[src/rtl/dtc_vote_accum_pkg.sv]
// Shared definitions for the decision-tree vote accumulator: sizes, leaf type,
// FSM states and width helpers.
package dtc_pkg;

  localparam int NBITS  = 10;
  localparam int WINDOW = 16;

  function automatic int cw_of(input int window);
    return $clog2(window + 1);
  endfunction

  function automatic int iw_of(input int nbits);
    return (nbits > 1) ? $clog2(nbits) : 1;
  endfunction

  localparam int CW = cw_of(WINDOW);
  localparam int IW = iw_of(NBITS);

  typedef logic [NBITS-1:0] leaf_t;

  typedef enum logic [1:0] {
    ACCUM = 2'd0,
    SCAN  = 2'd1,
    DONE  = 2'd2
  } state_t;

endpackage

[src/rtl/dtc_vote_accum_if.sv]
// Leaf-vector input stream plus flush, and the argmax result stream.
interface dtc_vote_accum_if #(
  parameter int NBITS  = dtc_pkg::NBITS,
  parameter int WINDOW = dtc_pkg::WINDOW
);
  import dtc_pkg::*;

  localparam int CW = cw_of(WINDOW);
  localparam int IW = iw_of(NBITS);

  logic [NBITS-1:0] inp;
  logic             inp_valid;
  logic             inp_ready;
  logic             flush;
  logic [IW-1:0]    outp_idx;
  logic [CW-1:0]    outp_cnt;
  logic [CW-1:0]    outp_nsamp;
  logic             outp_valid;
  logic             outp_ready;

  modport master (
    output inp, inp_valid, flush, outp_ready,
    input  inp_ready, outp_idx, outp_cnt, outp_nsamp, outp_valid
  );

  modport slave (
    input  inp, inp_valid, flush, outp_ready,
    output inp_ready, outp_idx, outp_cnt, outp_nsamp, outp_valid
  );

endinterface

[src/rtl/dtc_vote_accum_argmax_step.sv]
// One lane of the sequential argmax: strict greater-than, so ties keep the
// earlier (lower) index. 'first' seeds the running best from lane 0.
module dtc_argmax_step #(
  parameter int CW = dtc_pkg::CW,
  parameter int IW = dtc_pkg::IW
) (
  input  logic          first,
  input  logic [CW-1:0] lane_cnt,
  input  logic [IW-1:0] lane_idx,
  input  logic [CW-1:0] best_cnt,
  input  logic [IW-1:0] best_idx,
  output logic [CW-1:0] next_cnt,
  output logic [IW-1:0] next_idx
);

  always_comb begin
    next_cnt = best_cnt;
    next_idx = best_idx;
    if (first || (lane_cnt > best_cnt)) begin
      next_cnt = lane_cnt;
      next_idx = lane_idx;
    end
  end

endmodule

[src/rtl/dtc_vote_accum.sv]
// Accumulates per-bit votes over a window of leaf vectors, then scans one lane
// per cycle for the argmax and holds the result on a valid/ready output.
module dtc_vote_accum #(
  parameter int NBITS  = dtc_pkg::NBITS,
  parameter int WINDOW = dtc_pkg::WINDOW
) (
  input  logic            clk,
  input  logic            rst,
  dtc_vote_accum_if.slave bus
);
  import dtc_pkg::*;

  localparam int CW = cw_of(WINDOW);
  localparam int IW = iw_of(NBITS);
  localparam logic [CW-1:0] WINDOW_C  = CW'(WINDOW);
  localparam logic [IW-1:0] LAST_LANE = IW'(NBITS - 1);

  state_t        state_reg, state_next;
  logic [CW-1:0] cnt_reg [NBITS];
  logic [CW-1:0] nsamp_reg, nsamp_next;
  logic [IW-1:0] k_reg;
  logic [CW-1:0] best_cnt_reg;
  logic [IW-1:0] best_idx_reg;
  logic [CW-1:0] lane_cnt, step_cnt;
  logic [IW-1:0] step_idx;
  logic [IW-1:0] outp_idx_reg;
  logic [CW-1:0] outp_cnt_reg, outp_nsamp_reg;
  logic          accept, close_window, scan_last, out_fire;

  always_ff @(posedge clk) begin
    if (rst) state_reg <= ACCUM;
    else     state_reg <= state_next;
  end

  // A flush closes the window whenever it would hold at least one sample,
  // counting a sample accepted in the same cycle.
  always_comb begin
    state_next     = state_reg;
    accept         = 1'b0;
    close_window   = 1'b0;
    scan_last      = 1'b0;
    out_fire       = 1'b0;
    nsamp_next     = nsamp_reg;
    bus.inp_ready  = 1'b0;
    bus.outp_valid = 1'b0;
    case (state_reg)
      ACCUM: begin
        bus.inp_ready = 1'b1;
        accept        = bus.inp_valid;
        nsamp_next    = nsamp_reg + CW'(accept);
        close_window  = (accept && (nsamp_next == WINDOW_C)) ||
                        (bus.flush && (nsamp_next != '0));
        if (close_window) state_next = SCAN;
      end
      SCAN: begin
        scan_last = (k_reg == LAST_LANE);
        if (scan_last) state_next = DONE;
      end
      DONE: begin
        bus.outp_valid = 1'b1;
        out_fire       = bus.outp_ready;
        if (out_fire) state_next = ACCUM;
      end
      default: state_next = ACCUM;
    endcase
  end

  always_ff @(posedge clk) begin
    if (rst || out_fire) begin
      for (int i = 0; i < NBITS; i++) cnt_reg[i] <= '0;
    end else if (accept) begin
      for (int i = 0; i < NBITS; i++) cnt_reg[i] <= cnt_reg[i] + CW'(bus.inp[i]);
    end
  end

  always_comb begin
    lane_cnt = '0;
    for (int i = 0; i < NBITS; i++) begin
      if (k_reg == IW'(i)) lane_cnt = cnt_reg[i];
    end
  end

  dtc_argmax_step #(.CW(CW), .IW(IW)) u_step (
    .first    (k_reg == '0),
    .lane_cnt (lane_cnt),
    .lane_idx (k_reg),
    .best_cnt (best_cnt_reg),
    .best_idx (best_idx_reg),
    .next_cnt (step_cnt),
    .next_idx (step_idx)
  );

  always_ff @(posedge clk) begin
    if (rst) begin
      nsamp_reg      <= '0;
      k_reg          <= '0;
      best_cnt_reg   <= '0;
      best_idx_reg   <= '0;
      outp_idx_reg   <= '0;
      outp_cnt_reg   <= '0;
      outp_nsamp_reg <= '0;
    end else begin
      if (state_reg == ACCUM) begin
        nsamp_reg <= nsamp_next;
        if (close_window) k_reg <= '0;
      end
      if (state_reg == SCAN) begin
        best_cnt_reg <= step_cnt;
        best_idx_reg <= step_idx;
        k_reg        <= k_reg + IW'(1);
        if (scan_last) begin
          outp_idx_reg   <= step_idx;
          outp_cnt_reg   <= step_cnt;
          outp_nsamp_reg <= nsamp_reg;
        end
      end
      if (out_fire) begin
        nsamp_reg <= '0;
        k_reg     <= '0;
      end
    end
  end

  assign bus.outp_idx   = outp_idx_reg;
  assign bus.outp_cnt   = outp_cnt_reg;
  assign bus.outp_nsamp = outp_nsamp_reg;

endmodule

[src/flat_wrapper.sv]
// flat-port wrapper written by rule: the top's interface ports become plain ports
module dtc_vote_accum_flat import dtc_pkg::*;
#(
  parameter int NBITS  = dtc_pkg::NBITS,
  parameter int WINDOW = dtc_pkg::WINDOW
)
  (clk, rst, bus_inp, bus_inp_valid, bus_flush, bus_outp_ready, bus_inp_ready, bus_outp_idx, bus_outp_cnt, bus_outp_nsamp, bus_outp_valid);
  dtc_vote_accum_if #(.NBITS(NBITS), .WINDOW(WINDOW)) bus_i ();
  input  logic clk;
  input  logic rst;
  input wire logic [$bits(bus_i.inp)-1:0] bus_inp;
  input wire logic [$bits(bus_i.inp_valid)-1:0] bus_inp_valid;
  input wire logic [$bits(bus_i.flush)-1:0] bus_flush;
  input wire logic [$bits(bus_i.outp_ready)-1:0] bus_outp_ready;
  output wire logic [$bits(bus_i.inp_ready)-1:0] bus_inp_ready;
  output wire logic [$bits(bus_i.outp_idx)-1:0] bus_outp_idx;
  output wire logic [$bits(bus_i.outp_cnt)-1:0] bus_outp_cnt;
  output wire logic [$bits(bus_i.outp_nsamp)-1:0] bus_outp_nsamp;
  output wire logic [$bits(bus_i.outp_valid)-1:0] bus_outp_valid;
  assign bus_i.inp = bus_inp;
  assign bus_i.inp_valid = bus_inp_valid;
  assign bus_i.flush = bus_flush;
  assign bus_i.outp_ready = bus_outp_ready;
  assign bus_inp_ready = bus_i.inp_ready;
  assign bus_outp_idx = bus_i.outp_idx;
  assign bus_outp_cnt = bus_i.outp_cnt;
  assign bus_outp_nsamp = bus_i.outp_nsamp;
  assign bus_outp_valid = bus_i.outp_valid;
  dtc_vote_accum #(.NBITS(NBITS), .WINDOW(WINDOW)) u_core (.clk(clk), .rst(rst), .bus(bus_i));
endmodule
[config.mk]
export PLATFORM = sky130hd
export DESIGN_NAME = dtc_vote_accum_flat
export DESIGN_NICKNAME = d
export VERILOG_FILES = /design/src/rtl/dtc_vote_accum_pkg.sv /design/src/rtl/dtc_vote_accum_if.sv /design/src/rtl/dtc_vote_accum_argmax_step.sv /design/src/rtl/dtc_vote_accum.sv /design/src/flat_wrapper.sv
export SDC_FILE = /design/constraint.sdc
export NUM_CORES = 1
export LEC_CHECK = 0
export CORE_UTILIZATION = 25
export DETAILED_ROUTE_END_ITERATION = 12
export PLACE_DENSITY_LB_ADDON = 0.2
export SLEW_MARGIN = 20
export SYNTH_ARGS = -nofsm -noshare
export SYNTH_HDL_FRONTEND = slang
export SYNTH_HIERARCHICAL = 1
export SYNTH_SLANG_ARGS = --single-unit
export TNS_END_PERCENT = 10
[constraint.sdc]
create_clock -name clk -period 2.8 [get_ports clk]
set_input_delay 0.7 -clock clk [delete_from_list [all_inputs] [get_ports clk]]
set_output_delay 0.7 -clock clk [all_outputs]
set_load 0.005 [all_outputs]
; ---- After elaboration in Yosys (flattened, before gate mapping)
; Memory sizes are Yosys's and may differ from the RTL's.
; Cells that the tools add are included.
[op_classes]
addsub = 12
order_cmp = 1
eq_ne = 15
mux = 40
bitwise = 10
reduce_logical = 14
[op_table]
columns = op, n
row1 = $mux 5, 21
row2 = $add 5x1->5, 11
row3 = $eq 4x3->1 const B, 4
row4 = $mux 4, 4
row5 = $mux 1, 11
row6 = $or 1x1->1, 10
row7 = $eq 4x2->1 const B, 2
row8 = $eq 4x4->1 const B, 2
row9 = $mux 2, 3
row10 = $pmux 2 s3, 1
row11 = $eq 5x5->1 const B, 1
row12 = $gt 5x5->1, 1
row13 = $reduce_bool 5->1, 1
row14 = $add 4x1->4 const B, 1
row15 = $eq 4x1->1 const B, 1
row16 = $logic_not 4->1, 1
row17 = $ne 2x1->1 const B, 2
row18 = $reduce_and 2->1, 2
row19 = $reduce_bool 2->1, 2
row20 = $logic_or 1x1->1, 3
row21 = $reduce_and 3->1, 1
row22 = $eq 2x1->1 const B, 1
row23 = $eq 2x2->1 const B, 1
row24 = $logic_and 1x1->1, 2
row25 = 3 further kinds, 3
[totals]
regBits = 34
ram_bits = 50
inputBits = 15
out_inout_bits = 16
word_cells = 101
n_memories = 1
[memory_table]
columns = name, depth, word_bits, rd, rd_clocked_by_memory_dff, write_ports, line_no
row1 = u_core.cnt_reg, 10, 5, 10, 0, 10, dtc_vote_accum.sv:19  ; logic [CW-1:0] cnt_reg [NBITS];

; ---- Depth between registers and ports, before layout
; Gate-level depths: netlist of the first run.
[depth]
depth_word = 14
ltp_mapped = 15
ltp_nobuf = 15

; ---- By module
; Netlist of the first run, hierarchy kept.
[by_module_without_submodules]
columns = module, instances, cells_per_inst, area_each_um2
row1 = dtc_vote_accum, 1, 449, 4441.8
row2 = dtc_argmax_step, 1, 27, 246.5

; ---- Worst setup path after synthesis of the first run
; OpenSTA, ideal clock, no wires.
[synth_path]
path_type = reg2reg
start = register u_core.k_reg[1]
end = register u_core.best_cnt_reg[0]
setup_ns = 0.132
arrival_ns = 2.929
t_required_ns = 2.668
slack_ns = -0.261
stages_incl_launch_ff = 15
period_less_slack_ns = 3.061
path_cell_list = dfxtp_1 inv_1 ha_1 buf_2 nand3b_2 and3_1 a221oi_1 o311ai_1 ha_1 and4b_1 o21a_1 o22ai_4 mux2_2 nand2_1 a21oi_1
[synth_between]
elab_chain_cells = 14
elab_cells_between_ends = 23
classes_between = 1 x order compare / 9 x eq/ne / 11 x mux / 2 x reduce/logical
[synth_lines]
columns = item, line_no
row1 = "start, declared", dtc_vote_accum.sv:21  ; logic [IW-1:0] k_reg;
row2 = "start signal, assigned", dtc_vote_accum.sv:110  ; k_reg <= k_reg + IW'(1);
row3 = $logic_not 4->1, dtc_vote_accum.sv:79  ; if (k_reg == IW'(i)) lane_cnt = cnt_reg[i];
row4 = $mux 5 (9 in series), dtc_vote_accum.sv:79
row5 = $mux 5 (*), dtc_vote_accum.sv:79
row6 = named net u_core.lane_cnt[3], dtc_vote_accum.sv:24  ; logic [CW-1:0] lane_cnt, step_cnt;
row7 = $gt 5x5->1 (*), dtc_vote_accum_argmax_step.sv:19  ; if (first || (lane_cnt > best_cnt)) begin
row8 = $logic_or 1x1->1 (*), dtc_vote_accum_argmax_step.sv:19
row9 = $mux 5 (*), dtc_vote_accum_argmax_step.sv:19
row10 = named net u_core.step_cnt[0], dtc_vote_accum.sv:24
row11 = "end signal, assigned", dtc_vote_accum.sv:108  ; best_cnt_reg <= step_cnt;
row12 = "end, declared", dtc_vote_accum.sv:22  ; logic [CW-1:0] best_cnt_reg;
; The timed path passes the listed nets; every way through them passes the cells marked *.
; A chain may end at the register's enable or synchronous reset.

; ---- Worst setup path after layout of the first run
[layout_path]
start = register u_core.k_reg[1]
end = register u_core.outp_cnt_reg[0] (netlist: u_core/bus.outp_cnt[0])
[layout_between]
elab_chain_cells = 14
elab_cells_between_ends = 25
classes_between = 1 x order compare / 9 x eq/ne / 12 x mux / 3 x reduce/logical
[layout_lines]
columns = item, line_no
row1 = $logic_not 4->1, dtc_vote_accum.sv:79
row2 = $mux 5 (9 in series), dtc_vote_accum.sv:79
row3 = $mux 5 (*), dtc_vote_accum.sv:79
row4 = named net u_core.lane_cnt[1], dtc_vote_accum.sv:24
row5 = $gt 5x5->1 (*), dtc_vote_accum_argmax_step.sv:19
row6 = $logic_or 1x1->1 (*), dtc_vote_accum_argmax_step.sv:19
row7 = $mux 5 (*), dtc_vote_accum_argmax_step.sv:19
row8 = named net u_core.step_cnt[0], dtc_vote_accum.sv:24
row9 = "end signal, assigned", dtc_vote_accum.sv:113  ; outp_cnt_reg <= step_cnt;
row10 = "end, declared", dtc_vote_accum.sv:27  ; logic [CW-1:0] outp_cnt_reg, outp_nsamp_reg;
; Marked as above.

==> results.md, run 1 <==
Power:
- The switching share of power is 0.281.
- The reported leakage power is 2.33 nW.
- Of the total power, combinational logic draws 0.247.
- The worst-case IR drop observed on VDD is 313 µV.
- The share of total power in sequential cells is 0.419.
- For this design the total switching power over the nets is 1.04 mW.
- The total power per unit cell area is 606 mW/mm².
- The internal power contribution is 2.66 mW.
- The share of total power dissipated in the clock network is 0.333.

Synthesis:
- Of the total synthesized cell area, the portion taken by AND, OR, NAND and NOR gates is 0.194.
- The mapped netlist covers 0.00469 mm².
- The synthesized net count is 522.
- Of the synthesized area, sequential elements account for 0.465.
- The number of synthesis warnings is 6.
- The most used flip-flop cell after synthesis is edfxtp_1.
- Of the total synthesized cell area, the portion taken by XOR and XNOR cells is 0.0654.
- The async set or reset register ratio after synthesis is 0.
- The synthesized instance count is 476.
- The share of synthesized area in the top cell type comes to 0.320.
- Sorting the synthesized cells by area gives the leading types as edfxtp_1 32%, dfxtp_1 15%, ha_1 8.3%, nand2_1 5.5%, xor2_1 4.3%.
- After synthesis the netlist holds a flip-flop and latch count of 84.
- The main combinational cell family by area after synthesis is simple AND/OR/NAND/NOR gates.
- The portion of synthesized area spent on multiplexers is 0.0286.
- The adder-cell share of the synthesized area is 0.0827.
- Dividing the synthesized area by the synthesized cell count gives 9.85 µm².
- The compound-cell area share of the yosys netlist is 0.126.
- The cell type with the largest total area after synthesis is edfxtp_1.
- After synthesis, the netlist uses 61 different library cells.
- The number of flops mapped to enable cells by yosys is 50.

Global routing:
- The wire length of the first global-routing pass is 18600 µm.
- Entering global routing, the biggest net connects 51 pins.
- The global routing usage summed across all routing layers is 0.122.
- The initial antenna violation count is 0.
- Global routing finished with a remaining overflow of 0.
- The number of global-route vias before repair is 3528.

Clock tree:
- The clock-pin slew reported for the worst setup and hold paths after clock tree synthesis is 60 ps.
- The maximum clock path buffer count is 2.
- The clock reaches the later pin of the worst-skew pair after 340 ps.
- The number of buffers inserted during clock tree synthesis is 9.
- The sink count of the clock tree is 84.
- The clock root buffer is clkbuf_16.
- The clock tree from TritonCTS is done.
- In this run the number of H-tree levels came out at 3.

Detailed routing:
- After detailed routing, the average wire length per cell comes to 14.1 µm.
- The via density per instance is 4.57.
- The first-iteration detailed-routing DRC count is 175.
- The count of nets left with antenna violations once routing finished came out at 0.
- Across all layers, the routed design uses 3585 vias.
- The pre-antenna-repair detailed-routing pass consisted of 6 iterations.
- The sum of routed wire length over all layers is 11100 µm.
- The final routed DRC violation total is 0.

Outcome:
- The final reports fail on negative setup slack.
- The run finished, with violations left.

Timing:
- Across all setup checks in the final design, the least slack found is -379 ps.
- Setup repair after global routing could not meet its margin everywhere.
- The final hold violation count is 0.
- The worst pin sits at a relative slew slack of 0.585.
- The number of max-slew violations in the final report was 0.
- The setup-violating endpoint count in the final report is 18.
- The clock period minus final worst setup slack is 3180 ps.
- The final clock period utilization by the worst path is 1.14.
- Clock skew on the completed layout was measured at 6.72 ps.
- The worst-margin pin slew is 622 ps.
- Static timing analysis puts the maximum clock frequency at 315 MHz.

Finish:
- In the final layout, the multi-input gates occupy 0.00250 mm².
- The library cells used most frequently in the layout, excluding fill and tap cells, are 67 x nand2_1, 54 x buf_4, 50 x edfxtp_1, 45 x nor2_1, 37 x a21oi_1.
- The library cell used most frequently in the layout, excluding fill and tap cells, is nand2_1.
- The core utilization of the finished layout is 0.337.
- In the final design database the tool counted 597 nets.
- Of the cells placed in the final design, the portion with a size suffix greater than 1 is 0.225.
- The register with the most flip-flops in the layout has 50 of them.
- In the final layout, flip-flops and latches occupy 0.00219 mm².
- The repair_antennas step left the layout with diodes totalling 0.
- The area added between synthesis and finish is 30.3%.
- After filler insertion, the fill cell instance count of the layout stands at 1875.

Die:
- The initial utilization of the core area, before any placement, comes to 0.258.
- The die height is 139 µm.
- The width of the die is 139 µm.
- The initialized floorplan defines 49 standard-cell rows.
- The number of I/O pins is 31.
- The die footprint is 0.0193 mm².
- The core area is 0.0181 mm².

Placement:
- The detailed-placement wirelength estimate is 7870 µm.
- Before CTS, the worst setup slack after placement is -505 ps.
- The congestion estimate from routability-driven global placement came to 0.774.
- During placement, the flow inserted port buffers numbering 30.

Min path:
- The worst hold path belongs to the class flip-flop to flip-flop.

Critical path:
- For the worst setup path, the data required time is 3010 ps.
- STA classifies the critical path endpoint as a flip-flop.
- Data arrives at the worst endpoint at 3390 ps.
- The worst setup path is of the flip-flop to flip-flop kind.
- The kind of start point of the critical path is a flip-flop.
- Along the worst path, the maximum fanout reaches 12.

Flow run:
- The tool flagged a number of max-cap violations equal to 0.
==> synthesized netlist by cell type (all sizes together) (3+ instances only) <==
| cell type | number |
|---|---|
| nand2b | 3 |
| edfxtp | 50 |
| nand2 | 69 |
| mux2 | 11 |
| nand4 | 3 |
| nor3 | 4 |
| xor2 | 23 |
| xnor2 | 12 |
| or2 | 3 |
| a221oi | 5 |
| nor2 | 47 |
| nand3b | 4 |
| o22ai | 7 |
| dfxtp | 34 |
| a21oi | 40 |
| clkbuf | 10 |
| a21o | 4 |
| buf | 14 |
| and2 | 21 |
| a31oi | 3 |
| ha | 31 |
| o21ai | 11 |
| inv | 11 |
| nand3 | 25 |
| nor2b | 3 |
==> power groups by stage <==
stage / logic [mW] / registers (mW) / clock network [mW]
detailed placement: 0.878 / 1.58 / 0
CTS: 0.905 / 1.55 / 1.27
global placement: 0.872 / 1.58 / 0
floorplan: 0.573 / 1.54 / 0
finish: 0.916 / 1.55 / 1.23
global route: 1.03 / 1.57 / 1.32
==> timing repair <==
action | 4_1_cts | 5_1_grt
hold buffers | 0 | 0
endpoints found under the hold margin | 0 | 0
pin swaps | 2 | 3
resized for setup | 6 | 13
endpoints found under the setup margin | 18 | 18
buffers inserted | 1 | 1
==> metal layers <==
layer | track usage | wire length [µm] | up-vias
met5 | 0 | 0 | -
met4 | 0.0480 | 210 | 0
li1 | - | - | 1840
met3 | 0.0304 | 342 | 17
met2 | 0.184 | 4740 | 47
met1 | 0.166 | 5760 | 1681
==> per-stage QoR <==
step                      TNS (ps)  area (µm²)  total power [mW]  hold WS, ps  std cells
after global routing         -8850        6110              3.92          475        785
after global placement       -8180        5690              2.45          442        767
after floorplan              -2810        4840              2.12          436        476
after detailed placement     -9180        5690              2.46          449        767
after CTS                    -6770        6050              3.73          458        784
final                        -6460        6110              3.70          454        785
==> area by class of cell <==
cell class                      instances  share of cell area
Multi-Input combinational cell        357               0.409
Sequential cell                        84               0.358
Timing Repair Buffer                   88               0.126
Clock buffer                           14              0.0500
Tap cell                              229              0.0469
Inverter                               11             0.00799
Clock inverter                          2             0.00184
==> cell families after synthesis <==
logic type,after synthesis
AOI/OAI and AO/OA,88
xor gates and xnor gates,35
adders and majority gates,31
buffers and inverters,35
DFF,84
muxes,12
and+or+nand+nor,191
==> worst paths after layout <==
check / startpoint / cells past startpoint / slack (ps) / to
max: u_core/k_reg[1] / 15 / -380 / u_core/bus.outp_cnt[0]
min: u_core/bus.outp_nsamp[2] / 2 / 450 / u_core/bus.outp_nsamp[2]
max reg2reg: u_core/k_reg[1] / 15 / -380 / u_core/bus.outp_cnt[0]
min reg2reg: u_core/bus.outp_nsamp[2] / 2 / 450 / u_core/bus.outp_nsamp[2]
==> critical path, stage by stage, from the launching register on <==
cell,delay (ps)
dfxtp_4,380
inv_4,60
ha_4,210
a21o_1,190
a31oi_1,210
o22ai_1,130
a32oi_2,210
o22ai_1,150
ha_1,310
and4b_1,210
o21a_1,200
o22ai_4,190
buf_12,160
mux2_4,310
nand2_1,60
a21oi_1,60
(Power assumes the default switching activity.)
==> run 2: changes to the inputs <==
--- a/config.mk
+++ b/config.mk
@@ -5,8 +5,10 @@
 export SDC_FILE = /design/constraint.sdc
 export NUM_CORES = 1
 export LEC_CHECK = 0
+export CAP_MARGIN = 20
 export CORE_UTILIZATION = 25
 export DETAILED_ROUTE_END_ITERATION = 12
+export GPL_TIMING_DRIVEN = 0
 export PLACE_DENSITY_LB_ADDON = 0.2
 export SLEW_MARGIN = 20
 export SYNTH_ARGS = -nofsm -noshare
==> results.md, run 2 (synthesis results as in run 1) <==
Critical path:
- STA classifies the critical path startpoint as a flip-flop.
- The highest fanout seen on the critical path is 10 (-2).
- The worst setup path is of the flip-flop to flip-flop kind.
- The worst register-to-register path ends at u_core/best_cnt_reg[2].
- The startpoint of the worst register-to-register path is u_core/k_reg[1].
- The category of the worst setup path capture point is a flip-flop.
- The cell depth of the worst flop-to-flop path is 15 (unchanged).
- The worst setup slack for register-to-register paths was -450 ps (-70 ps).
- In this run the worst setup path terminates at u_core/best_cnt_reg[2].
- The required time of the critical path is 3010 ps (about the same).
- In this run the worst setup path begins at u_core/k_reg[1].
- The signal arrival time at the worst endpoint is 3460 ps (+70 ps).

Outcome:
- The checks that failed: design-rule violations, negative setup slack.
- The flow ran to the end, but the final reports show violations.

Global routing:
- The number of global-route vias before repair is 3730 (+5.7%).
- The wire length of the first global-routing pass was 19300 µm (+4.0%).
- The global routing usage summed across all routing layers came to 0.129 (+0.00662).
- The maximum number of pins on one net before global-route repair is 51 (unchanged).
- The final global-route overflow total came to 0 (unchanged).
- The initial antenna violation count came to 0 (unchanged).

Die:
- The number of I/O pins was 31 (unchanged).
- The width of the die is 139 µm (unchanged).
- The core area is 0.0181 mm² (unchanged).
- The die height was 139 µm (unchanged).
- The effective utilization at floorplan is 0.258 (unchanged).
- The number of standard-cell rows in the floorplan is 49 (unchanged).
- The die footprint is 0.0193 mm² (unchanged).

Finish:
- The number of inserted filler cells in the final layout is 1850 (-1.3%).
- The flip-flop count of the largest register, all copies and words added is 50 (unchanged).
- The antenna cell count came to 0 (unchanged).
- The area of the multi-input gates is 0.00256 mm² (+2.7%).
- The number of non-filler instances in the completed layout is 762 (-2.9%).
- The ratio of cells with drive above 1 in the final layout is 0.189 (-0.0353).
- The leading cell type in the layout, fill and taps excluded is nand2_1.
- The sequential cell area came to 0.00219 mm² (about the same).
- The area added between synthesis and finish is 27.5%.
- Leaving out fill and tap cells, the most frequent cells in the layout are 64 x nand2_1, 50 x edfxtp_1, 45 x nor2_1, 37 x a21oi_1, 31 x dfxtp_1.
- The net count reported at finish was 574 (-3.9%).

Detailed routing:
- The sum of routed wire length over all layers is 11500 µm (+3.9%).
- The via count is 3592 (+0.20%).
- The final routed DRC violation total is 4 (+4).
- The via density per instance is 4.71 (+3.2%).
- The first-iteration detailed-routing DRC count is 188 (+7.4%).
- The wire length per cell is 15.1 µm (+7.0%).
- The remaining number of nets flagged by the antenna check after routing is 0 (unchanged).
- The number of optimization iterations in the first detailed-route pass was 9 (+3).

Timing:
- The final hold violation count was 0 (unchanged).
- Setup repair after global routing could not meet its margin everywhere.
- The maximum clock rate is 308 MHz (-2.2%).
- The worst-case setup margin in the final layout is -451 ps (-72.5 ps).
- The worst-margin pin slew came to 725 ps (+103 ps).
- The max-slew headroom at the worst pin is 0.517 (-0.0685).
- The tightest hold margin is 453 ps (-0.348 ps).
- The setup-violating endpoint count in the final report was 18 (unchanged).
- The final clock period utilization by the worst path was 1.16 (+0.0259).
- The clock period minus final worst setup slack is 3250 ps (+72.5 ps).
- The worst clock skew on the final layout is 6.54 ps (-0.178 ps).
- The number of max-slew violations in the final report is 0 (unchanged).

Clock tree:
- The level count of the clock H-tree is 3 (unchanged).
- The clock-pin slew reported for the worst setup and hold paths after clock tree synthesis is 60 ps (about the same).
- The clock latency of the later-clocked register in the worst-skew pair came to 350 ps (about the same).
- The number of buffers inserted during clock tree synthesis came to 9 (unchanged).
- The maximum clock path buffer count came to 2 (unchanged).
- The sink count of the clock tree is 84 (unchanged).
- CTS placed an instance of clkbuf_16 at the clock tree root.
- TritonCTS built the clock tree.

Power:
- The reported leakage power is 2.19 nW (-6.0%).
- The total power per unit cell area is 612 mW/mm² (+0.89%).
- The maximum ir drop on the vdd rail was 337 µV (+7.4%).

Placement:
- The routability congestion estimate came to 0.794 (+2.7%).
- The detailed-placement wirelength estimate was 8220 µm (+4.5%).
- The count of input and output buffers came to 30 (unchanged).
- The number of placed instances with taps included is 735 (-4.2%).

Min path:
- The tightest min-delay check is of the flip-flop to flip-flop type.

Flow run:
- The number of maximum-capacitance violations is 0 (unchanged).
run 2: where the power goes:
part           leakage, nW  switching [mW]  internal, mW
combinational         1.22           0.467         0.437
clock                0.151           0.491         0.702
sequential           0.821           0.116          1.44
run 2: cell type report:
| type | count | area share |
|---|---|---|
| Tap cell | 229 | 0.0479 |
| Timing Repair Buffer | 41 | 0.0659 |
| Inverter | 11 | 0.00921 |
| Multi-Input combinational cell | 357 | 0.429 |
| Buffer | 24 | 0.0316 |
| Sequential cell | 84 | 0.366 |
| Clock inverter | 3 | 0.00272 |
| Clock buffer | 13 | 0.0471 |
run 2: worst max-delay path, stage by stage (launching register included):
cell and delay [ps]:
dfxtp_4 370, inv_4 80, ha_4 180, buf_8 150, nand2_1 60, a311oi_1 300
a21oi_1 130, o311ai_4 320, ha_1 290, and4b_1 200, o21a_1 200, o22ai_4 220
buf_6 150, mux2_4 320, nand2_1 80, a21oi_2 60
run 2: repair_timing:
item,4_1_cts,5_1_grt
setup buffers,9,2
pin swaps,11,9
endpoints found under the setup margin,18,18
hold buffers,0,0
resized for setup,7,28
run 2: metal layers:
layer	track usage	part of all wire	vias to the layer above
met3	0.0318	0.036	10
li1	-	-	1794
met2	0.203	0.45	69
met1	0.168	0.50	1719
met4	0.0515	0.013	0
met5	0	0	-
run 2: metrics by stage:
step	total power [mW]	setup slack, ps	instance area (µm²)	TNS, ps	utilization
6_report	3.66	-451	5980	-7770	0.329
5_1_grt	3.87	-611	5980	-10580	0.329
4_1_cts	3.66	-461	5840	-8130	0.322
3_5_place_dp	2.35	-742	5430	-13770	0.299
3_3_place_gp	2.33	-952	5420	-60260	0.299
2_1_floorplan	2.12	-159	4840	-2810	-
run 2: how the worst min path moves through the flow:
stage / end / cells after the start / start / slack [ps]
2_1_floorplan: u_core/best_idx_reg[0] / 2 / u_core/best_idx_reg[0] / 440
3_3_place_gp: u_core/best_idx_reg[1] / 2 / u_core/best_idx_reg[1] / 440
3_5_place_dp: u_core/bus.outp_idx[1] / 2 / u_core/bus.outp_idx[1] / 450
4_1_cts: u_core/bus.outp_idx[1] / 2 / u_core/bus.outp_idx[1] / 460
5_1_grt: u_core/best_idx_reg[2] / 2 / u_core/best_idx_reg[2] / 470
6_report: u_core/bus.outp_nsamp[3] / 2 / u_core/bus.outp_nsamp[3] / 450
==> run 3: changes to the inputs <==
--- a/config.mk
+++ b/config.mk
@@ -6,7 +6,7 @@
 export NUM_CORES = 1
 export LEC_CHECK = 0
 export CAP_MARGIN = 20
-export CORE_UTILIZATION = 25
+export CORE_UTILIZATION = 35
 export DETAILED_ROUTE_END_ITERATION = 12
 export GPL_TIMING_DRIVEN = 0
 export PLACE_DENSITY_LB_ADDON = 0.2
==> constraint.sdc (replaced) <==
create_clock -name clk -period 2.8 [get_ports clk]
set_input_delay 0.7 -clock clk [delete_from_list [all_inputs] [get_ports clk]]
set_output_delay 0.7 -clock clk [all_outputs]
set_load 0.05 [all_outputs]
==> results.md, run 3 (synthesis results as in run 1) <==
Detailed routing:
- The via density per instance is 5.06 (+7.3%).
- The total routed wire length on the met1 layer is 5250 µm (-8.7%).
- The remaining number of nets flagged by the antenna check after routing was 0 (unchanged).
- The final routed DRC violation total is 0 (-4).
- The wire length per cell was 15.2 µm (+0.78%).
- The number of optimization iterations in the first detailed-route pass came to 4 (-5).
- The highest metal layer carrying signal wires in the routed design is met4.
- The met3 layer wire length in the routed design is 464 µm (+12%).
- The sum of routed wire length over all layers came to 10700 µm (-6.9%).
- The first-iteration detailed-routing DRC count is 267 (+42%).
- The via count is 3561 (-0.86%).
- The sum of met2 wire segment lengths after detailed routing is 4710 µm (-9.1%).

Die:
- The core area is 0.0128 mm² (-29%).
- The die footprint is 0.0139 mm² (-28%).
- The width of the die is 118 µm (-15%).
- The number of standard-cell rows in the floorplan was 41 (-16%).
- The die height was 118 µm (-15%).
- The effective utilization at floorplan is 0.366 (+0.107).
- The number of I/O pins came to 31 (unchanged).

Power:
- The combinational group share of total power was 0.244 (-0.003).
- The part of the total power dissipated in the clock network was 0.319 (-0.007).
- The switching share of power is 0.307 (+0.0136).
- The net switching component of the power was 1.09 mW (+1.9%).
- The internal power contribution is 2.47 mW (-4.5%).
- The reported leakage power is 2.17 nW (-1.1%).
- The maximum ir drop on the vdd rail is 315 µV (-6.3%).
- The total power per unit cell area came to 611 mW/mm² (-0.13%).
- The share of total power in sequential cells is 0.437 (+0.010).

Finish:
- The net count reported at finish is 573 (-0.17%).
- Leaving out fill and tap cells, the most frequent cell in the layout is nand2_1.
- The number of inserted filler cells in the final layout is 1233 (-33%).
- The number of non-filler instances in the completed layout is 704 (-7.6%).
- The ratio of cells with drive above 1 in the final layout is 0.173 (-0.0166).
- The area added between synthesis and finish is 24.3%.
- The flip-flop count of the largest register, all copies and words added is 50 (unchanged).
- The core utilization of the finished layout was 0.454 (+0.125).
- Leaving out fill and tap cells, the most frequent cells in the layout are 68 x nand2_1, 50 x edfxtp_1, 45 x nor2_1, 39 x a21oi_1, 31 x dfxtp_1.
- The antenna cell count came to 0 (unchanged).

Timing:
- The maximum clock rate is 310 MHz (+0.70%).
- Setup repair after global routing could not meet its margin everywhere.
- The number of max-slew violations in the final report came to 0 (unchanged).
- The tightest hold margin is 452 ps (-1.12 ps).
- The final clock period utilization by the worst path came to 1.15 (-0.00805).
- The max-slew headroom at the worst pin is 0.548 (+0.0314).
- The setup-violating endpoint count in the final report was 18 (unchanged).
- The worst-margin pin slew came to 678 ps (-47.1 ps).
- The clock period minus final worst setup slack is 3230 ps (-22.5 ps).
- The worst clock skew on the final layout is 9.66 ps (+3.12 ps).
- The final hold violation count is 0 (unchanged).
- The worst-case setup margin in the final layout is -429 ps (+22.5 ps).

Global routing:
- The maximum number of pins on one net before global-route repair came to 51 (unchanged).
- The final global-route overflow total was 0 (unchanged).
- The wire length of the first global-routing pass was 17700 µm (-8.5%).
- The number of global-route vias before repair came to 3447 (-7.6%).
- The initial antenna violation count was 0 (unchanged).
- The global routing usage summed across all routing layers is 0.165 (+0.0368).

Placement:
- The detailed-placement wirelength estimate is 7740 µm (-5.8%).
- The pre-CTS worst setup slack is -742 ps (+0.234 ps).
- The count of input and output buffers is 30 (unchanged).
- The number of placed instances with taps included is 678 (-7.8%).
- The routability congestion estimate was 0.833 (+4.9%).

Clock tree:
- The number of buffers inserted during clock tree synthesis is 9 (unchanged).
- The sink count of the clock tree is 84 (unchanged).
- The clock latency of the later-clocked register in the worst-skew pair is 350 ps (about the same).
- The count of hold-fix buffers inserted at cts is 0 (unchanged).
- The clock tree from TritonCTS is done.
- The level count of the clock H-tree is 3 (unchanged).
- The maximum clock path buffer count is 2 (unchanged).
- The tree is rooted in a clkbuf_16.
- The clock-pin slew reported for the worst setup and hold paths after clock tree synthesis is 70 ps (about the same).

Critical path:
- The category of the worst setup path capture point is a flip-flop.
- The required time of the critical path is 3010 ps (about the same).
- STA classifies the critical path startpoint as a flip-flop.
- The cell depth of the worst flop-to-flop path is 15 (unchanged).
- The highest fanout seen on the critical path came to 10 (unchanged).
- The classification of the worst setup path is flip-flop to flip-flop.
- The signal arrival time at the worst endpoint is 3440 ps (-20 ps).

Min path:
- The number of cells on the worst hold path is 2 (unchanged).
- In this run the worst hold path is classified as flip-flop to flip-flop.

Outcome:
- The run finished, with violations left.
- The final reports fail on negative setup slack.

Flow run:
- The number of maximum-capacitance violations is 0 (unchanged).
[run 3: cell count changes in the layout (fill, tap and decap cells not counted), sizes merged]
| cell | delta |
|---|---|
| buf | -2 |
| clkbuf | -3 |
| clkinv | +1 |
| inv | +3 |
[run 3: cell type report]
cell class / instances / area [µm²] / share of cell area
plain buffers: 24 / 190 / 0.0326
clock buffers: 9 / 225 / 0.0386
clock inverters: 7 / 56.3 / 0.00966
inverters: 11 / 52.6 / 0.00902
multi-input cells: 357 / 2510 / 0.431
flip-flops and latches: 84 / 2190 / 0.376
well taps: 172 / 215 / 0.0369
repair buffers: 40 / 388 / 0.0666
[run 3: power groups by stage]
stage / combinational (mW) / clock (mW) / sequential (mW)
6_report: 0.868 / 1.14 / 1.56
2_1_floorplan: 0.584 / 0 / 1.54
3_5_place_dp: 0.767 / 0 / 1.58
5_1_grt: 0.963 / 1.22 / 1.57
4_1_cts: 0.845 / 1.17 / 1.56
3_3_place_gp: 0.756 / 0 / 1.58
[run 3: final timing paths]
path	slack, ps	end	start
max	-430	u_core/best_cnt_reg[3]	u_core/k_reg[1]
min	450	u_core/bus.outp_idx[0]	u_core/bus.outp_idx[0]
max reg2reg	-430	u_core/best_cnt_reg[3]	u_core/k_reg[1]
min reg2reg	450	u_core/bus.outp_idx[0]	u_core/bus.outp_idx[0]
[run 3: stage by stage]
step	power (mW)	setup TNS (ps)	cell area [µm²]
finish	3.56	-7400	5830
CTS	3.57	-7100	5750
global route	3.75	-9570	5830
detailed placement	2.35	-13640	5360
global placement	2.34	-56970	5350
floorplan	2.13	-2810	4840
[run 3: repair_timing]
action | 4_1_cts | 5_1_grt
hold endpoints to repair | 0 | 0
resized for setup | 10 | 12
pin swaps | 7 | 2
setup endpoints to repair | 18 | 18
buffers inserted | 5 | 5
[run 3: routing by layer]
layer,vias to the layer above,global-route usage
met3,18,0.0388
met2,68,0.245
met4,0,0.0793
met1,1681,0.225
li1,1794,-
met5,-,0
[run 3: worst max-delay path: stages, from the launching register on]
cell and delay (ps):
dfxtp_4 370, inv_4 80, ha_4 180, buf_8 150
nand2_1 80, a311oi_2 280, a21oi_1 90, o311ai_2 370
ha_1 310, and4b_1 190, o21a_1 210, o22ai_4 170
buf_12 160, mux2_4 310, nand2_1 60, a21oi_1 70
